==> src/rtl/count_monitor.sv <==
// count_monitor
// Passive checker for a WIDTH-bit up/down counter. Samples q each enabled
// clock, classifies the step against the previous sample (UP, DOWN, HOLD,
// BAD), recovers the counting direction and flags wraps, stalls and illegal
// steps. All outputs are registered.
//
// Ports:
//   clk        rising-edge clock shared with the counter
//   rst_n      asynchronous active-low reset
//   en         sample enable; when 0 no state changes, pulses go low
//   clr        synchronous clear of err_cnt (acts regardless of en)
//   q          observed counter value
//   dir        recovered direction, 1 = up, 0 = down
//   dir_valid  dir is trustworthy (tracking states only)
//   dir_change one-cycle pulse on up/down reversal
//   wrap       one-cycle pulse on a legal wrap (max->0 up, 0->max down)
//   stall      level, last sample equal to previous while tracking
//   step_err   one-cycle pulse on an illegal step
//   err_cnt    saturating count of illegal steps
//
// state      | meaning
// -----------+--------------------------------------------------------
// ACQUIRE    | no direction yet; waiting for first legal UP/DOWN step
// TRACK_UP   | counter observed counting up
// TRACK_DOWN | counter observed counting down
// FAULT      | last step was illegal; re-lock on next UP/DOWN step
module count_monitor #(
  parameter int WIDTH = 4,
  parameter int ERR_W = 8
) (
  input  logic             clk,
  input  logic             rst_n,
  input  logic             en,
  input  logic             clr,
  input  logic [WIDTH-1:0] q,
  output logic             dir,
  output logic             dir_valid,
  output logic             dir_change,
  output logic             wrap,
  output logic             stall,
  output logic             step_err,
  output logic [ERR_W-1:0] err_cnt
);

  typedef enum logic [1:0] {
    ACQUIRE    = 2'd0,
    TRACK_UP   = 2'd1,
    TRACK_DOWN = 2'd2,
    FAULT      = 2'd3
  } state_t;

  state_t           state, state_nxt;
  logic [WIDTH-1:0] prev;
  logic             have_prev;

  logic             dir_nxt, dir_valid_nxt, dir_change_nxt;
  logic             wrap_nxt, stall_nxt, step_err_nxt;
  logic [ERR_W-1:0] err_cnt_nxt;

  logic [WIDTH-1:0] delta;
  logic             step_up, step_down, step_hold, step_bad;
  logic             tracking;

  // Modular difference makes wraps look like ordinary +1/-1 steps.
  assign delta     = q - prev;
  assign step_up   = (delta == WIDTH'(1));
  assign step_down = (delta == {WIDTH{1'b1}});
  assign step_hold = (delta == '0);
  assign step_bad  = !(step_up || step_down || step_hold);
  assign tracking  = (state == TRACK_UP) || (state == TRACK_DOWN);

  always_ff @(posedge clk or negedge rst_n) begin
    if (!rst_n) begin
      state      <= ACQUIRE;
      prev       <= '0;
      have_prev  <= 1'b0;
      dir        <= 1'b0;
      dir_valid  <= 1'b0;
      dir_change <= 1'b0;
      wrap       <= 1'b0;
      stall      <= 1'b0;
      step_err   <= 1'b0;
      err_cnt    <= '0;
    end else begin
      state      <= state_nxt;
      dir        <= dir_nxt;
      dir_valid  <= dir_valid_nxt;
      dir_change <= dir_change_nxt;
      wrap       <= wrap_nxt;
      stall      <= stall_nxt;
      step_err   <= step_err_nxt;
      err_cnt    <= err_cnt_nxt;
      if (en) begin
        prev      <= q;
        have_prev <= 1'b1;
      end
    end
  end

  always_comb begin
    state_nxt      = state;
    dir_nxt        = dir;
    dir_valid_nxt  = dir_valid;
    dir_change_nxt = 1'b0;
    wrap_nxt       = 1'b0;
    stall_nxt      = stall;
    step_err_nxt   = 1'b0;

    if (en) begin
      // Without a previous sample there is nothing to classify.
      if (have_prev) begin
        case (state)
          ACQUIRE: begin
            if (step_up)        state_nxt = TRACK_UP;
            else if (step_down) state_nxt = TRACK_DOWN;
          end
          TRACK_UP: begin
            if (step_down) begin
              state_nxt      = TRACK_DOWN;
              dir_change_nxt = 1'b1;
            end else if (step_bad) begin
              state_nxt = FAULT;
            end
          end
          TRACK_DOWN: begin
            if (step_up) begin
              state_nxt      = TRACK_UP;
              dir_change_nxt = 1'b1;
            end else if (step_bad) begin
              state_nxt = FAULT;
            end
          end
          FAULT: begin
            // Re-lock is not a reversal, so no dir_change here.
            if (step_up)        state_nxt = TRACK_UP;
            else if (step_down) state_nxt = TRACK_DOWN;
          end
          default: state_nxt = ACQUIRE;
        endcase

        step_err_nxt = step_bad;
        wrap_nxt     = (step_up && (prev == {WIDTH{1'b1}})) ||
                       (step_down && (prev == '0));
      end

      dir_valid_nxt = (state_nxt == TRACK_UP) || (state_nxt == TRACK_DOWN);
      stall_nxt     = have_prev && tracking && step_hold;
      if (state_nxt == TRACK_UP)   dir_nxt = 1'b1;
      if (state_nxt == TRACK_DOWN) dir_nxt = 1'b0;
    end

    // A clear coinciding with an illegal step still records that step.
    if (clr)
      err_cnt_nxt = {{(ERR_W-1){1'b0}}, step_err_nxt};
    else if (step_err_nxt && (err_cnt != {ERR_W{1'b1}}))
      err_cnt_nxt = err_cnt + ERR_W'(1);
    else
      err_cnt_nxt = err_cnt;
  end

endmodule

==> config.mk <==
export PLATFORM = sky130hd
export DESIGN_NAME = count_monitor
export DESIGN_NICKNAME = d
export VERILOG_FILES = /design/src/rtl/count_monitor.sv
export SDC_FILE = /design/constraint.sdc
export NUM_CORES = 1
export LEC_CHECK = 0
export BUFFER_PORTS_ARGS = -buffer_cell sky130_fd_sc_hd__buf_2
export CORE_MARGIN = 10
export CORE_UTILIZATION = 55
export DETAILED_ROUTE_END_ITERATION = 8
export PLACE_DENSITY = 0.74
export SLEW_MARGIN = 10
export SYNTH_ARGS = -nofsm -noshare
export SYNTH_HDL_FRONTEND = slang
export SYNTH_SLANG_ARGS = --single-unit
==> constraint.sdc <==
create_clock -name clk -period 8.9 [get_ports clk]
set_clock_uncertainty 0.2 [all_clocks]
set_input_delay 1.335 -clock clk [delete_from_list [all_inputs] [get_ports clk]]
set_output_delay 1.335 -clock clk [all_outputs]
set_load 0.1 [all_outputs]
==> impl_metrics.yaml, run 1 <==
run_status:
  status: "complete, no violations"
power:
  p_leak_nw: 0.689
  p_per_area_nw_per_um2: 272
  peakVddDrop_mv: 0.251
  fin_total_pwr_w: 0.000394
setup_path:
  critical_path_class: "in2reg"
  path_delay_family: "simple AND/OR/NAND/NOR gates"
  worst_path_max_delay_cell: "nor4_1"
  cp.arrival_ns: 4.09
  startpoint_type: "primary input"
  cp_max_fo: 8
  required_ns: 8.92
  crit_path_max_incr_delay_ns: 0.41
  crit_buf_inv: 3
  endpoint_kind: "register"
  cp_cell_sequence: "buf_2, inv_1, ha_1, inv_1, fa_1, xor2_1, and3b_1, a21bo_1, nor3_2, nor4_1, a2bb2oi_1, ha_1, nand2b_1, nand2_1, o21ai_0"
route:
  drc: 0
  drt_wl_total_um: 2830
  vias_per_cell: 5.88
  drt-initial-drc-count: 48
  wl_per_cell_um: 15.1
  first_pass_iters: 4
  ant_nets: 0
  vias: 1100
sta:
  worst_pin_slew_ns: 0.494
  slew_headroom_pct: 67.3
  finalHoldViolCount: 0
  rsz0062_at_grt: "no"
  finalCritPeriodShare_pct: 45.8
  period_minus_slack_ns: 4.07
  finalSetupTns_ns: 0
  fin_ws_ns: 4.83
  fmax_ghz: 0.246
  drv_slew: 0
  setup_viol: 0
clocking:
  postCtsHoldBufs: 0
  worstSkewPairLatency_ns: 0.32
  path_clk_slew_ns: 0.13
  postCtsSetupBuffers: 0
  clk_path_buf_depth: 2
  cts_buffers: 3
  cts_resized: 0
  tritoncts: "done"
  cts_root_buf: "clkbuf_4"
  clock_sinks: 21
  htreeDepth: 1
global_route:
  antenna_found_initial: 0
  grt.overflow.total: 0
  grt_max_degree: 22
  track_usage_pct: 12.8
  grt_pass1_vias: 1038
  grt_pass1_wl_um: 4760
placement:
  place_ws_ns: 4.53
  dpl.hpwl_um: 2180
  gp_congestion: 0.912
  port_buffers: 21
yosys:
  ys_seq_elements: 21
  synth-edff-count: 0
  synth-main-ff-cell: "dfrtp_1"
  syn_nets: 154
  avgSynthCellArea_sq_um: 9.50
  syn_area_sq_um: 1300
  yosys_warnings: 0
  async_flop_share_pct: 100
  synthCells: 137
  seq_area_frac_synth_pct: 40.4
  yosysUniqueCellTypes: 43
min_path:
  hp-class: "reg2reg"
final_layout:
  antenna_cells: 0
  layout-drive-gt1-share_pct: 20.8
  layout.area.seq_sq_um: 526
  fin_nets: 177
  multi_input_area_sq_um: 718
  areaGrowthSynthToFinish_pct: 11.3
  final_cell_mix: "21 x dfrtp_1, 21 x buf_2, 12 x nor2_1"
  fill_cells: 219
floorplan:
  die_w_um: 68.6
  core.rowCount: 17
  dieArea_sq_um: 4710
  die_y_um: 68.6
  coreArea_sq_um: 2230
  start_util_pct: 58.3
  ios: 22
flow_run:
  max_cap_violations: 0
==> cells in the mapped netlist, types with 2 or more instances <==
cell type / n / area, sq um
xnor2_1: 2 / 17.5
ha_1: 8 / 100
nand4b_1: 2 / 17.5
or2_2: 3 / 18.8
nor2b_1: 2 / 12.5
xor2_1: 4 / 35.0
and3b_1: 2 / 17.5
mux2i_1: 2 / 20.0
nand3_1: 6 / 30.0
a21oi_1: 4 / 20.0
inv_1: 10 / 37.5
o21ai_0: 8 / 40.0
or3_1: 2 / 12.5
nor2_1: 12 / 45.0
nand4_1: 3 / 18.8
nand2b_1: 2 / 12.5
mux2_2: 2 / 22.5
nor4_1: 3 / 18.8
nor3_1: 5 / 25.0
dfrtp_1: 21 / 526
nand2_1: 11 / 41.3
o22ai_1: 2 / 12.5
==> report_power, final <==
| part | internal, W | leakage, nW | switching (W) |
|---|---|---|---|
| logic | 0.0000706 | 0.408 | 0.000147 |
| clock network | 0.0000175 | 0.0150 | 0.0000302 |
| registers | 0.000111 | 0.267 | 0.0000172 |
| total | 0.000199 | 0.689 | 0.000195 |
==> worst min-delay path: cells and delay by family, from the launching register on <==
kind               cells  cell delay (ns)
DFF                    1             0.37
AOI/OAI and AO/OA      1             0.06
and+or+nand+nor        1             0.05
==> sequential cells by signal, summed over array words and instances, names as in the netlist <==
signal	flops
wrap	1
stall	1
state	2
step_err	1
have_prev	1
dir	1
err_cnt	8
prev	4
dir_valid	1
dir_change	1
==> cell type report <==
type,instances,area share (%)
multi-input combinational,103,49.6
tap,28,2.42
timing repair buffer,21,7.26
sequential,21,36.3
inverter,10,2.59
clock buffer,4,1.82
==> cells by family (layout without fill, tap and decap cells) <==
family / Yosys count / count (layout) / synth area share, %
DFF: 21 / 21 / 40.4
adders and majority gates: 9 / 9 / 9.23
buffers and inverters: 13 / 35 / 4.42
AOI/OAI and AO/OA: 26 / 26 / 14.0
and+or+nand+nor: 57 / 57 / 23.8
xor gates and xnor gates: 6 / 6 / 4.04
muxes: 5 / 5 / 4.13
==> final timing paths <==
kind / start / end / slack (ns) / cells after the start
max: q[0] / dir / 4.83 / 15
min: dir / dir / 0.30 / 2
max reg2reg: prev[0] / dir / 5.59 / 13
min reg2reg: dir / dir / 0.30 / 2
max in group asynchronous: rst_n / err_cnt[2] / 7.41 / 1
min in group asynchronous: rst_n / dir / 0.75 / 1
==> stage by stage <==
| step | utilization, % | instances | hold slack [ns] | area, sq um |
|---|---|---|---|---|
| after CTS | 64.8 | 187 | 0.306 | 1450 |
| after floorplan | - | 137 | 0.332 | 1300 |
| after global placement | 63.6 | 183 | 0.261 | 1420 |
| after global routing | 64.8 | 187 | 0.340 | 1450 |
| after detailed placement | 63.6 | 183 | 0.278 | 1420 |
| final | 64.8 | 187 | 0.301 | 1450 |
==> layer usage <==
metal,track usage [%],vias up,share of wire [%]
li1,-,537,-
met1,16.7,515,45
met2,19.9,41,46
met3,2.74,7,7.5
met4,5.28,0,2.0
met5,0,-,0
No activity file was read; power rests on OpenSTA's default activity.
==> inputs of run 2 (changes only) <==
- clock period: 8.9 -> 3.8 ns (I/O delays scaled with it)
==> run 2 against run 1 <==
  * The run now ends with negative hold slack left
  * Sequential power grew 140%
  * Global-route usage shrank 0.42 points
  * Setup slack lost 4.3 ns
  * Die area is the same
  * Critical path depth shrank 2
  * Largest power group unchanged
==> impl_metrics.yaml, run 2 (synthesis results as in run 1) <==
sta:
  finalSetupTns_ns: 0
  setup_viol: 0
  whs_ns: -0.00232
  rsz0062_at_grt: "no"
  finalCritPeriodShare_pct: 87.3
  fmax_ghz: 0.302
  worst_pin_slew_ns: 0.491
  finalHoldViolCount: 7
  drv_slew: 0
  slew_headroom_pct: 67.5
  period_minus_slack_ns: 3.32
setup_path:
  required_ns: 3.80
  cp.arrival_ns: 3.32
  endpoint_kind: "register"
  critical_path_class: "reg2reg"
  cp_max_fo: 8
  startpoint_type: "register"
floorplan:
  start_util_pct: 58.3
  coreArea_sq_um: 2230
  ios: 22
  die_y_um: 68.6
  dieArea_sq_um: 4710
  core.rowCount: 17
  die_w_um: 68.6
power:
  peakVddDrop_mv: 0.588
  p_per_area_nw_per_um2: 635
  fin_total_pwr_w: 0.000919
  p_leak_nw: 0.692
route:
  wl_per_cell_um: 15.1
  ant_nets: 0
  vias: 1068
  first_pass_iters: 4
  drt_wl_total_um: 2820
  drt-initial-drc-count: 46
  vias_per_cell: 5.71
  drc: 0
final_layout:
  top_regs: "err_cnt (8), prev (4), state (2)"
  areaGrowthSynthToFinish_pct: 11.3
  largest_reg_flops: 8
  final_cell_mix: "21 x dfrtp_1, 21 x buf_2, 12 x nor2_1"
  final_cell_count_no_fill: 187
  fin_nets: 177
  antenna_cells: 0
  layout-drive-gt1-share_pct: 21.4
  top_register: "err_cnt"
clocking:
  clk_path_buf_depth: 2
  cts_root_buf: "clkbuf_4"
  tritoncts: "done"
  postCtsSetupBuffers: 0
  path_clk_slew_ns: 0.13
  cts_buffers: 3
  cts_resized: 0
  htreeDepth: 1
  postCtsHoldBufs: 0
  worstSkewPairLatency_ns: 0.30
  clock_sinks: 21
min_path:
  hp-class: "in2async"
run_status:
  violations: "negative hold slack"
  status: "finished with violations"
global_route:
  grt_pass1_wl_um: 4630
  grt_max_degree: 22
  track_usage_pct: 12.4
  grt.overflow.total: 0
  antenna_found_initial: 0
  grt_pass1_vias: 1012
flow_run:
  max_cap_violations: 0
placement:
  dpl.hpwl_um: 2180
  gp_congestion: 0.912
  port_buffers: 21
  dp_cells: 183
==> run 2: cell types whose count changed in the layout (fill, tap and decap cells not counted), sizes merged <==
| cell | previous run | this run |
|---|---|---|
| clkbuf | 4 | 3 |
| clkinv | 0 | 1 |
==> run 2: worst paths after layout <==
| check | from | end | slack [ns] | cells past startpoint |
|---|---|---|---|---|
| min in group clk | q[2] | prev[2] | 0.29 | 3 |
| hold / removal | rst_n | dir_change | -0.002 | 1 |
| setup / recovery | prev[0] | dir | 0.48 | 13 |
| max in group asynchronous | rst_n | prev[0] | 3.08 | 1 |
| hold reg to reg | dir | dir | 0.30 | 2 |
| setup reg to reg | prev[0] | dir | 0.48 | 13 |
==> run 2: stage by stage <==
stage | utilization, % | setup slack (ns) | instance area [sq um]
2_1_floorplan | - | 0.591 | 1300
3_3_place_gp | 63.6 | 0.280 | 1420
3_5_place_dp | 63.6 | 0.187 | 1420
4_1_cts | 64.9 | 0.489 | 1450
5_1_grt | 64.9 | 0.294 | 1450
6_report | 64.9 | 0.484 | 1450
==> run 2: metal layers <==
metal | track usage (%) | vias to the layer above | share of wire, %
met5 | 0 | - | 0
met4 | 4.02 | 0 | 0.43
met3 | 2.58 | 2 | 5.5
met2 | 20.3 | 31 | 47
met1 | 15.8 | 505 | 47
li1 | - | 530 | -
==> run 2: power by group <==
group | internal (W) | total [W] | switching (W) | leakage (nW)
sequential | 0.000261 | 0.000302 | 0.0000413 | 0.267
clock | 0.0000392 | 0.000110 | 0.0000704 | 0.0177
combinational | 0.000165 | 0.000508 | 0.000343 | 0.408
==> run 2: area by class of cell <==
class,count,area (sq um)
fillers,211,785
multi-input cells,103,718
flip-flops and latches,21,526
repair buffers,21,105
inverters,10,37.5
well taps,28,35.0
clock buffers,3,22.5
clock inverters,1,5.00
==> run 2: critical path, cell delays in order, from the launching register on <==
cell and delay (ns):
dfrtp_1 0.40, ha_1 0.17, inv_1 0.06, fa_1 0.38
xor2_1 0.19, and3b_1 0.23, a21bo_1 0.36, nor3_2 0.06
nor4_1 0.37, a2bb2oi_1 0.24, ha_1 0.25, nand2b_1 0.16
nand2_1 0.07, o21ai_0 0.07
